--- src/rtl/control_sequencer_pkg.sv ---
// Shared encodings for the bus-datapath sequencer: opcodes, ALU operations,
// FSM states, IR field positions and the opcode classification helpers.
package control_sequencer_pkg;

    localparam int OPC_W    = 5;
    localparam int ALU_OP_W = 4;

    localparam int OPC_MSB = 31;
    localparam int OPC_LSB = 27;
    localparam int RA_MSB  = 26;
    localparam int RA_LSB  = 23;
    localparam int RB_MSB  = 22;
    localparam int RB_LSB  = 19;
    localparam int RC_MSB  = 18;
    localparam int RC_LSB  = 15;

    typedef logic [OPC_W-1:0] opcode_t;

    localparam opcode_t OPC_LD   = 5'd0;
    localparam opcode_t OPC_ST   = 5'd2;
    localparam opcode_t OPC_ADD  = 5'd3;
    localparam opcode_t OPC_SUB  = 5'd4;
    localparam opcode_t OPC_AND  = 5'd5;
    localparam opcode_t OPC_OR   = 5'd6;
    localparam opcode_t OPC_ROR  = 5'd7;
    localparam opcode_t OPC_ROL  = 5'd8;
    localparam opcode_t OPC_SHR  = 5'd9;
    localparam opcode_t OPC_SHL  = 5'd11;
    localparam opcode_t OPC_ADDI = 5'd12;
    localparam opcode_t OPC_ANDI = 5'd13;
    localparam opcode_t OPC_ORI  = 5'd14;
    localparam opcode_t OPC_MUL  = 5'd15;
    localparam opcode_t OPC_DIV  = 5'd16;
    localparam opcode_t OPC_NEG  = 5'd17;
    localparam opcode_t OPC_NOT  = 5'd18;
    localparam opcode_t OPC_NOP  = 5'd26;
    localparam opcode_t OPC_HALT = 5'd27;

    typedef enum logic [ALU_OP_W-1:0] {
        ALU_NOP = 4'd0,
        ALU_ADD = 4'd1,
        ALU_SUB = 4'd2,
        ALU_AND = 4'd3,
        ALU_OR  = 4'd4,
        ALU_SHL = 4'd5,
        ALU_SHR = 4'd6,
        ALU_ROL = 4'd7,
        ALU_ROR = 4'd8,
        ALU_MUL = 4'd9,
        ALU_DIV = 4'd10,
        ALU_NEG = 4'd11,
        ALU_NOT = 4'd12
    } alu_op_t;

    typedef enum logic [3:0] {
        ST_RESET, ST_T0, ST_T1, ST_T2, ST_T3, ST_T4,
        ST_T5, ST_T6, ST_T7, ST_HALT, ST_FAULT
    } state_t;

    // Instruction classes share one micro-sequence each; NONE covers NOP and undefined.
    typedef enum logic [2:0] {
        CLS_NONE, CLS_ALU_REG, CLS_ALU_IMM, CLS_UNARY,
        CLS_MULDIV, CLS_LOAD, CLS_STORE, CLS_HALT
    } opc_class_t;

    function automatic opc_class_t classify(input opcode_t opc);
        case (opc)
            OPC_ADD, OPC_SUB, OPC_AND, OPC_OR,
            OPC_SHL, OPC_SHR, OPC_ROL, OPC_ROR: return CLS_ALU_REG;
            OPC_ADDI, OPC_ANDI, OPC_ORI:        return CLS_ALU_IMM;
            OPC_NEG, OPC_NOT:                   return CLS_UNARY;
            OPC_MUL, OPC_DIV:                   return CLS_MULDIV;
            OPC_LD:                             return CLS_LOAD;
            OPC_ST:                             return CLS_STORE;
            OPC_HALT:                           return CLS_HALT;
            default:                            return CLS_NONE;
        endcase
    endfunction

    function automatic alu_op_t alu_op_of(input opcode_t opc);
        case (opc)
            OPC_ADD, OPC_ADDI, OPC_LD, OPC_ST: return ALU_ADD;
            OPC_SUB:                           return ALU_SUB;
            OPC_AND, OPC_ANDI:                 return ALU_AND;
            OPC_OR, OPC_ORI:                   return ALU_OR;
            OPC_SHL:                           return ALU_SHL;
            OPC_SHR:                           return ALU_SHR;
            OPC_ROL:                           return ALU_ROL;
            OPC_ROR:                           return ALU_ROR;
            OPC_MUL:                           return ALU_MUL;
            OPC_DIV:                           return ALU_DIV;
            OPC_NEG:                           return ALU_NEG;
            OPC_NOT:                           return ALU_NOT;
            default:                           return ALU_NOP;
        endcase
    endfunction

endpackage

--- src/rtl/control_sequencer_if.sv ---
// Control bundle between the sequencer (master) and the 32-bit bus datapath (slave).
interface control_sequencer_if;
    import control_sequencer_pkg::*;

    logic [31:0]         IR;
    logic                mem_ready;
    logic                PCout, Zlowout, Zhighout, HIout, LOout, MDRout, Cout;
    logic                MARin, PCin, MDRin, IRin, Yin, Zin_low, Zin_high, HIin, LOin;
    logic                IncPC, Read, Write;
    logic [ALU_OP_W-1:0] operation;
    logic [15:0]         R_out;
    logic [15:0]         R_in;
    logic                run;
    logic                fault;

    modport master (
        input  IR, mem_ready,
        output PCout, Zlowout, Zhighout, HIout, LOout, MDRout, Cout,
        output MARin, PCin, MDRin, IRin, Yin, Zin_low, Zin_high, HIin, LOin,
        output IncPC, Read, Write, operation, R_out, R_in, run, fault
    );

    modport slave (
        output IR, mem_ready,
        input  PCout, Zlowout, Zhighout, HIout, LOout, MDRout, Cout,
        input  MARin, PCin, MDRin, IRin, Yin, Zin_low, Zin_high, HIin, LOin,
        input  IncPC, Read, Write, operation, R_out, R_in, run, fault
    );

endinterface

--- src/rtl/control_sequencer_reg_select_decode.sv ---
// Picks one IR register field and expands it to one-hot R_in / R_out strobes.
module control_sequencer_reg_select_decode (
    input  logic [3:0]  ra,
    input  logic [3:0]  rb,
    input  logic [3:0]  rc,
    input  logic        sel_a,
    input  logic        sel_b,
    input  logic        sel_c,
    input  logic        rin,
    input  logic        rout,
    output logic [15:0] r_in,
    output logic [15:0] r_out
);

    logic [3:0]  field;
    logic        any_sel;
    logic [15:0] onehot;

    // Priority selection keeps the result one-hot even if several selects are raised.
    always_comb begin
        field = 4'd0;
        if (sel_a) begin
            field = ra;
        end else if (sel_b) begin
            field = rb;
        end else if (sel_c) begin
            field = rc;
        end
    end

    assign any_sel = sel_a | sel_b | sel_c;

    for (genvar gi = 0; gi < 16; gi++) begin : g_onehot
        assign onehot[gi] = any_sel && (field == 4'(gi));
    end

    assign r_in  = rin ? onehot : 16'h0000;
    assign r_out = (rout && !rin) ? onehot : 16'h0000;

endmodule

--- src/rtl/control_sequencer.sv ---
// Moore sequencer for the fetch/decode/execute micro-steps of the bus datapath,
// with memory stall handling and an optional stall watchdog.
module control_sequencer
    import control_sequencer_pkg::*;
#(
    parameter int MEM_TIMEOUT = 0
) (
    input logic               Clock,
    input logic               clear,
    control_sequencer_if.master bus
);

    localparam int CNT_W = (MEM_TIMEOUT > 1) ? $clog2(MEM_TIMEOUT) : 1;
    localparam logic [CNT_W-1:0] LAST_STALL = (MEM_TIMEOUT > 0) ? CNT_W'(MEM_TIMEOUT - 1) : '0;

    state_t           state_reg;
    logic [CNT_W-1:0] stall_cnt_reg;
    opc_class_t       cls;
    alu_op_t          exec_op;
    alu_op_t          op;
    logic             in_wait;
    logic             wd_expire;
    logic             sel_a, sel_b, sel_c, rin, rout;
    logic             unused_c_field;

    // The immediate field is routed to the datapath directly, not through here.
    assign unused_c_field = ^bus.IR[14:0];

    assign cls     = classify(bus.IR[OPC_MSB:OPC_LSB]);
    assign exec_op = alu_op_of(bus.IR[OPC_MSB:OPC_LSB]);

    assign in_wait = (state_reg == ST_T1)
                  || (state_reg == ST_T6 && cls == CLS_LOAD)
                  || (state_reg == ST_T7 && cls == CLS_STORE);

    assign wd_expire = (MEM_TIMEOUT > 0) && in_wait && !bus.mem_ready
                    && (stall_cnt_reg == LAST_STALL);

    always_ff @(posedge Clock) begin
        if (clear) begin
            state_reg     <= ST_RESET;
            stall_cnt_reg <= '0;
        end else begin
            stall_cnt_reg <= (in_wait && !bus.mem_ready) ? stall_cnt_reg + CNT_W'(1) : '0;
            if (wd_expire) begin
                state_reg <= ST_FAULT;
            end else begin
                case (state_reg)
                    ST_RESET: state_reg <= ST_T0;
                    ST_T0:    state_reg <= ST_T1;
                    ST_T1:    if (bus.mem_ready) state_reg <= ST_T2;
                    ST_T2:    state_reg <= (cls == CLS_NONE) ? ST_T0 : ST_T3;
                    ST_T3:    state_reg <= (cls == CLS_HALT) ? ST_HALT : ST_T4;
                    ST_T4:    state_reg <= (cls == CLS_UNARY) ? ST_T0 : ST_T5;
                    ST_T5:    state_reg <= (cls == CLS_ALU_REG || cls == CLS_ALU_IMM) ? ST_T0 : ST_T6;
                    ST_T6: begin
                        if (cls == CLS_LOAD) begin
                            if (bus.mem_ready) state_reg <= ST_T7;
                        end else if (cls == CLS_STORE) begin
                            state_reg <= ST_T7;
                        end else begin
                            state_reg <= ST_T0;
                        end
                    end
                    ST_T7: begin
                        if (cls != CLS_STORE || bus.mem_ready) state_reg <= ST_T0;
                    end
                    ST_HALT:  state_reg <= ST_HALT;
                    ST_FAULT: state_reg <= ST_FAULT;
                    default:  state_reg <= ST_RESET;
                endcase
            end
        end
    end

    always_comb begin
        bus.PCout = 1'b0; bus.Zlowout = 1'b0; bus.Zhighout = 1'b0; bus.HIout = 1'b0;
        bus.LOout = 1'b0; bus.MDRout = 1'b0; bus.Cout = 1'b0;
        bus.MARin = 1'b0; bus.PCin = 1'b0; bus.MDRin = 1'b0; bus.IRin = 1'b0; bus.Yin = 1'b0;
        bus.Zin_low = 1'b0; bus.Zin_high = 1'b0; bus.HIin = 1'b0; bus.LOin = 1'b0;
        bus.IncPC = 1'b0; bus.Read = 1'b0; bus.Write = 1'b0;
        sel_a = 1'b0; sel_b = 1'b0; sel_c = 1'b0; rin = 1'b0; rout = 1'b0;
        op = ALU_NOP;
        case (state_reg)
            ST_T0: begin
                bus.PCout = 1'b1; bus.MARin = 1'b1; bus.IncPC = 1'b1; bus.Zin_low = 1'b1;
            end
            ST_T1: begin
                bus.Read = 1'b1; bus.MDRin = 1'b1;
                // The incremented PC is only committed on the cycle the fetch completes.
                if (bus.mem_ready) begin
                    bus.PCin = 1'b1; bus.Zlowout = 1'b1;
                end
            end
            ST_T2: begin
                bus.MDRout = 1'b1; bus.IRin = 1'b1;
            end
            ST_T3: begin
                case (cls)
                    CLS_ALU_REG, CLS_ALU_IMM, CLS_LOAD, CLS_STORE: begin
                        rout = 1'b1; sel_b = 1'b1; bus.Yin = 1'b1;
                    end
                    CLS_UNARY: begin
                        rout = 1'b1; sel_b = 1'b1; op = exec_op; bus.Zin_low = 1'b1;
                    end
                    CLS_MULDIV: begin
                        rout = 1'b1; sel_a = 1'b1; bus.Yin = 1'b1;
                    end
                    default: ;
                endcase
            end
            ST_T4: begin
                case (cls)
                    CLS_ALU_REG: begin
                        rout = 1'b1; sel_c = 1'b1; op = exec_op; bus.Zin_low = 1'b1;
                    end
                    CLS_ALU_IMM: begin
                        bus.Cout = 1'b1; op = exec_op; bus.Zin_low = 1'b1;
                    end
                    CLS_UNARY: begin
                        bus.Zlowout = 1'b1; rin = 1'b1; sel_a = 1'b1;
                    end
                    CLS_MULDIV: begin
                        rout = 1'b1; sel_b = 1'b1; op = exec_op;
                        bus.Zin_low = 1'b1; bus.Zin_high = 1'b1;
                    end
                    CLS_LOAD, CLS_STORE: begin
                        bus.Cout = 1'b1; op = ALU_ADD; bus.Zin_low = 1'b1;
                    end
                    default: ;
                endcase
            end
            ST_T5: begin
                case (cls)
                    CLS_ALU_REG, CLS_ALU_IMM: begin
                        bus.Zlowout = 1'b1; rin = 1'b1; sel_a = 1'b1;
                    end
                    CLS_MULDIV:          begin bus.Zlowout = 1'b1; bus.LOin = 1'b1; end
                    CLS_LOAD, CLS_STORE: begin bus.Zlowout = 1'b1; bus.MARin = 1'b1; end
                    default: ;
                endcase
            end
            ST_T6: begin
                case (cls)
                    CLS_MULDIV: begin bus.Zhighout = 1'b1; bus.HIin = 1'b1; end
                    CLS_LOAD:   begin bus.Read = 1'b1; bus.MDRin = 1'b1; end
                    CLS_STORE:  begin rout = 1'b1; sel_a = 1'b1; bus.MDRin = 1'b1; end
                    default: ;
                endcase
            end
            ST_T7: begin
                case (cls)
                    CLS_LOAD:  begin bus.MDRout = 1'b1; rin = 1'b1; sel_a = 1'b1; end
                    CLS_STORE: bus.Write = 1'b1;
                    default: ;
                endcase
            end
            default: ;
        endcase
        bus.operation = op;
        bus.run   = !(state_reg == ST_RESET || state_reg == ST_HALT || state_reg == ST_FAULT);
        bus.fault = (state_reg == ST_FAULT);
    end

    control_sequencer_reg_select_decode u_reg_select (
        .ra    (bus.IR[RA_MSB:RA_LSB]),
        .rb    (bus.IR[RB_MSB:RB_LSB]),
        .rc    (bus.IR[RC_MSB:RC_LSB]),
        .sel_a (sel_a),
        .sel_b (sel_b),
        .sel_c (sel_c),
        .rin   (rin),
        .rout  (rout),
        .r_in  (bus.R_in),
        .r_out (bus.R_out)
    );

endmodule

--- src/flat_wrapper.sv ---
// flat-port wrapper written by rule: the top's interface ports become plain ports
module control_sequencer_flat import control_sequencer_pkg::*;
#(
    parameter int MEM_TIMEOUT = 0
)
  (Clock, clear, bus_IR, bus_mem_ready, bus_PCout, bus_Zlowout, bus_Zhighout, bus_HIout, bus_LOout, bus_MDRout, bus_Cout, bus_MARin, bus_PCin, bus_MDRin, bus_IRin, bus_Yin, bus_Zin_low, bus_Zin_high, bus_HIin, bus_LOin, bus_IncPC, bus_Read, bus_Write, bus_operation, bus_R_out, bus_R_in, bus_run, bus_fault);
  control_sequencer_if bus_i ();
  input logic Clock;
  input logic clear;
  input wire logic [$bits(bus_i.IR)-1:0] bus_IR;
  input wire logic [$bits(bus_i.mem_ready)-1:0] bus_mem_ready;
  output wire logic [$bits(bus_i.PCout)-1:0] bus_PCout;
  output wire logic [$bits(bus_i.Zlowout)-1:0] bus_Zlowout;
  output wire logic [$bits(bus_i.Zhighout)-1:0] bus_Zhighout;
  output wire logic [$bits(bus_i.HIout)-1:0] bus_HIout;
  output wire logic [$bits(bus_i.LOout)-1:0] bus_LOout;
  output wire logic [$bits(bus_i.MDRout)-1:0] bus_MDRout;
  output wire logic [$bits(bus_i.Cout)-1:0] bus_Cout;
  output wire logic [$bits(bus_i.MARin)-1:0] bus_MARin;
  output wire logic [$bits(bus_i.PCin)-1:0] bus_PCin;
  output wire logic [$bits(bus_i.MDRin)-1:0] bus_MDRin;
  output wire logic [$bits(bus_i.IRin)-1:0] bus_IRin;
  output wire logic [$bits(bus_i.Yin)-1:0] bus_Yin;
  output wire logic [$bits(bus_i.Zin_low)-1:0] bus_Zin_low;
  output wire logic [$bits(bus_i.Zin_high)-1:0] bus_Zin_high;
  output wire logic [$bits(bus_i.HIin)-1:0] bus_HIin;
  output wire logic [$bits(bus_i.LOin)-1:0] bus_LOin;
  output wire logic [$bits(bus_i.IncPC)-1:0] bus_IncPC;
  output wire logic [$bits(bus_i.Read)-1:0] bus_Read;
  output wire logic [$bits(bus_i.Write)-1:0] bus_Write;
  output wire logic [$bits(bus_i.operation)-1:0] bus_operation;
  output wire logic [$bits(bus_i.R_out)-1:0] bus_R_out;
  output wire logic [$bits(bus_i.R_in)-1:0] bus_R_in;
  output wire logic [$bits(bus_i.run)-1:0] bus_run;
  output wire logic [$bits(bus_i.fault)-1:0] bus_fault;
  assign bus_i.IR = bus_IR;
  assign bus_i.mem_ready = bus_mem_ready;
  assign bus_PCout = bus_i.PCout;
  assign bus_Zlowout = bus_i.Zlowout;
  assign bus_Zhighout = bus_i.Zhighout;
  assign bus_HIout = bus_i.HIout;
  assign bus_LOout = bus_i.LOout;
  assign bus_MDRout = bus_i.MDRout;
  assign bus_Cout = bus_i.Cout;
  assign bus_MARin = bus_i.MARin;
  assign bus_PCin = bus_i.PCin;
  assign bus_MDRin = bus_i.MDRin;
  assign bus_IRin = bus_i.IRin;
  assign bus_Yin = bus_i.Yin;
  assign bus_Zin_low = bus_i.Zin_low;
  assign bus_Zin_high = bus_i.Zin_high;
  assign bus_HIin = bus_i.HIin;
  assign bus_LOin = bus_i.LOin;
  assign bus_IncPC = bus_i.IncPC;
  assign bus_Read = bus_i.Read;
  assign bus_Write = bus_i.Write;
  assign bus_operation = bus_i.operation;
  assign bus_R_out = bus_i.R_out;
  assign bus_R_in = bus_i.R_in;
  assign bus_run = bus_i.run;
  assign bus_fault = bus_i.fault;
  control_sequencer #(.MEM_TIMEOUT(MEM_TIMEOUT)) u_core (.Clock(Clock), .clear(clear), .bus(bus_i));
endmodule
--- config.mk ---
export PLATFORM = sky130hd
export DESIGN_NAME = control_sequencer_flat
export DESIGN_NICKNAME = d
export VERILOG_FILES = /design/src/rtl/control_sequencer_pkg.sv /design/src/rtl/control_sequencer_if.sv /design/src/rtl/control_sequencer_reg_select_decode.sv /design/src/rtl/control_sequencer.sv /design/src/flat_wrapper.sv
export SDC_FILE = /design/constraint.sdc
export NUM_CORES = 1
export LEC_CHECK = 0
export BUFFER_PORTS_ARGS = -buffer_cell sky130_fd_sc_hd__buf_2
export CORE_AREA = 2 2 71 90
export DETAILED_ROUTE_END_ITERATION = 12
export DIE_AREA = 0 0 73 92
export MAX_ROUTING_LAYER = met4
export SKIP_CTS_REPAIR_TIMING = 1
export SLEW_MARGIN = 20
export SYNTH_ARGS = -nofsm -noshare
export SYNTH_HDL_FRONTEND = slang
export SYNTH_SLANG_ARGS = --single-unit
--- constraint.sdc ---
create_clock -name Clock -period 6.58 [get_ports Clock]
set_input_delay 1.316 -clock Clock [delete_from_list [all_inputs] [get_ports Clock]]
set_output_delay 1.316 -clock Clock [all_outputs]
set_load 0.05 [all_outputs]
==> impl_metrics.csv <==
group,metric,value,unit
yosys,synth-main-ff-cell,"dfxtp_1",
sta,finalHoldViolations,0,
sta,timing.final.crit_share,93.4,%
cells_and_area,fill_cells,665,
sta,grt_setup_unrepaired,"no",
sta,post-route-min-period,6.15,ns
critical_path,cp.required,5.26,ns
critical_path,critical-path-top-delay-family,"compound AO/OA/AOI/OAI gates",
die,coreArea,5970,um2
worst_hold_path,min_path_type,"flop to flop",
drt,drt-wirelength-per-cell,13.8,um
critical_path,path_cells,"buf_2 -> inv_1 -> ha_1 -> mux2_2 -> a211oi_2 -> inv_1 -> ha_1 -> and3_1 -> o21ai_0 -> and3_4 -> nor2_1 -> o31a_4 -> nor4_1 -> buf_2",
yosys,yosys.area.top_type,"nor2_1",
sta,fmax,163,MHz
clock_network,clock-sinks,4,
clock_network,tritoncts,"built",
clock_network,clock_latency,0.21,ns
yosys,ys_ff_latch,4,
sta,skew,0.000324,ns
placement,place_congestion,0.899,
cells_and_area,largest_reg_flops,4,
die,dieArea,6720,um2
placement,placed_cell_area,2100,um2
global_routing,grt_pass1_vias,1951,
sta,worst_slack,0.432,ns
cells_and_area,diodes,0,
power,power_density,113,nW/um2
global_routing,grt_max_degree,21,
yosys,synth_warnings,0,
critical_path,cp_slowest_stage_delay,0.41,ns
yosys,async_reset_ff_share,0,%
critical_path,worstSetupStartpointType,"input pin",
critical_path,path_class,"input pin to output port",
critical_path,crit_fanout,8,
status,status,"finished, final reports clean",
die,start_util,28.9,%
placement,dp_hpwl,4.25,mm
placement,pre_cts_ws,0.489,ns
global_routing,grt_pass1_wl,8.88,mm
yosys,netlist_instances,263,
yosys,yosysUniqueCellTypes,63,
clock_network,numCtsBuffers,3,
sta,finalSetupViolations,0,
power,p_leak,0.972,nW
sta,tightest_slew,0.956,ns
cells_and_area,layout-drive-gt1-share,34.8,%
critical_path,crit_slowest_cell,"o21ai_0",
drt,vias_per_cell,5.48,
drt,first_iter_violations,111,
drt,vias,2138,
global_routing,grt.total_usage,16.1,%
global_routing,antenna_found_initial,0,
cells_and_area,design_area,2140,um2
yosys,ys_seq_area_share,4.64,%
power,ir_worst_vdd,67.1,uV
critical_path,cp_num_buf_inv,4,
drt,dr.pass1.iters,4,
sta,hold_slack,0.869,ns
yosys,yosys.area_share.simple,49.3,%
die,num_rows,32,
clock_network,ctsHtreeMaxLevel,1,
clock_network,clk_pin_slew,0.03,ns
die,die_x,73,um
yosys,synthTopCellsByArea,"nor2_1 9.8%, ha_1 8.0%, a21oi_1 6.4%",
yosys,synth_top_area_share,9.80,%
die,die_h,92,um
sta,slew_headroom,35.3,%
yosys,synth_top_family_by_area,"simple AND/OR/NAND/NOR gates",
cells_and_area,nNetsFinal,370,
critical_path,crit_arrival,4.83,ns
yosys,synth_edf_count,0,
cells_and_area,final_util,35.8,%
clock_network,root_buffer,"clkbuf_8",
placement,port_buffers,74,
sta,tns,0,ns
cells_and_area,synthToLayoutAreaGrowth,24.0,%
global_routing,gr-total-overflow,0,
yosys,syn_area_per_cell,6.56,um2
run,max_cap_viol_count,0,
clock_network,clock_path_buffers,2,
cells_and_area,final_common_cell,"buf_2",
yosys,synth_xor_area_share,0,%
drt,drc,0,
critical_path,critical_path.endpoint_type,"output port",
yosys,syn_area,1720,um2
cells_and_area,layout_common_cells,"74 x buf_2, 45 x nor2_1, 22 x a21oi_1, 21 x nand2_1, 18 x nand3_1",
yosys,synth.mux.area_fraction,1.31,%
drt,wirelength,5.38,mm
die,ioPinCount,92,
drt,antenna_left,0,
yosys,synthAdderAreaFrac,7.98,%
yosys,synth_compound_area_share,27.2,%
sta,maxSlewViolCount,0,
[worst paths after layout]
kind	start	slack (ns)	end	cells after the start
max	bus_IR[28]	0.43	bus_R_out[11]	14
min	u_core.state_reg[3]	0.87	u_core.state_reg[0]	2
max reg2reg	u_core.state_reg[0]	4.45	u_core.state_reg[3]	5
min reg2reg	u_core.state_reg[3]	0.87	u_core.state_reg[0]	2
[report_power, final]
part / total [mW] / internal (mW) / leakage [nW] / switching (mW)
sequential: 0.0367 / 0.0267 / 0.0328 / 0.0100
clock: 0.0502 / 0.0389 / 0.0216 / 0.0114
combinational: 0.156 / 0.0473 / 0.917 / 0.108
[kinds of logic (layout without fill, tap and decap cells)]
kind of cell | count (synthesis) | count (layout)
fa+ha+maj | 11 | 11
mux | 2 | 2
buf+inv | 30 | 88
simple gates | 148 | 148
other cells | 1 | 2
flops | 4 | 4
compound gates | 67 | 67
[per-layer routing]
metal,track usage [%],vias up,part of all wire [%]
li1,-,1084,-
met1,21.2,974,46
met2,27.3,78,49
met3,0.440,2,4.3
met4,2.93,0,0.26
met5,-,-,0
[worst register-to-register path: stages (launching register included)]
cell	delay, ns
dfxtp_1	0.48
nor4b_1	0.90
nand2_1	0.29
o21ai_0	0.17
a21oi_1	0.09
o21ai_0	0.13
[cell type report]
cell class / count / area [um2] / share of cell area [%]
inverter: 9 / 33.8 / 1.58
clock buffer: 3 / 41.3 / 1.93
timing repair buffer: 76 / 385 / 18.0
tap: 68 / 85.1 / 3.98
multi-input combinational: 230 / 1510 / 70.7
sequential: 4 / 80.1 / 3.74
[synth_stat cells (all sizes together), types with 3 or more instances]
cell type	n
nor2b	4
buf	17
o21ai	12
and3	3
nor4	18
nor4b	3
nand2b	4
nor2	45
nand3	19
clkbuf	4
nor3	6
nand2	22
ha	11
nand4	4
and2	4
a21oi	27
inv	9
dfxtp	4
a31oi	9
[through the flow]
stage | std cells | total power [mW]
floorplan | 264 | 0.159
global placement | 387 | 0.190
detailed placement | 387 | 0.192
CTS | 390 | 0.244
global route | 390 | 0.260
finish | 390 | 0.243
Power figures use the tool's default switching activity.
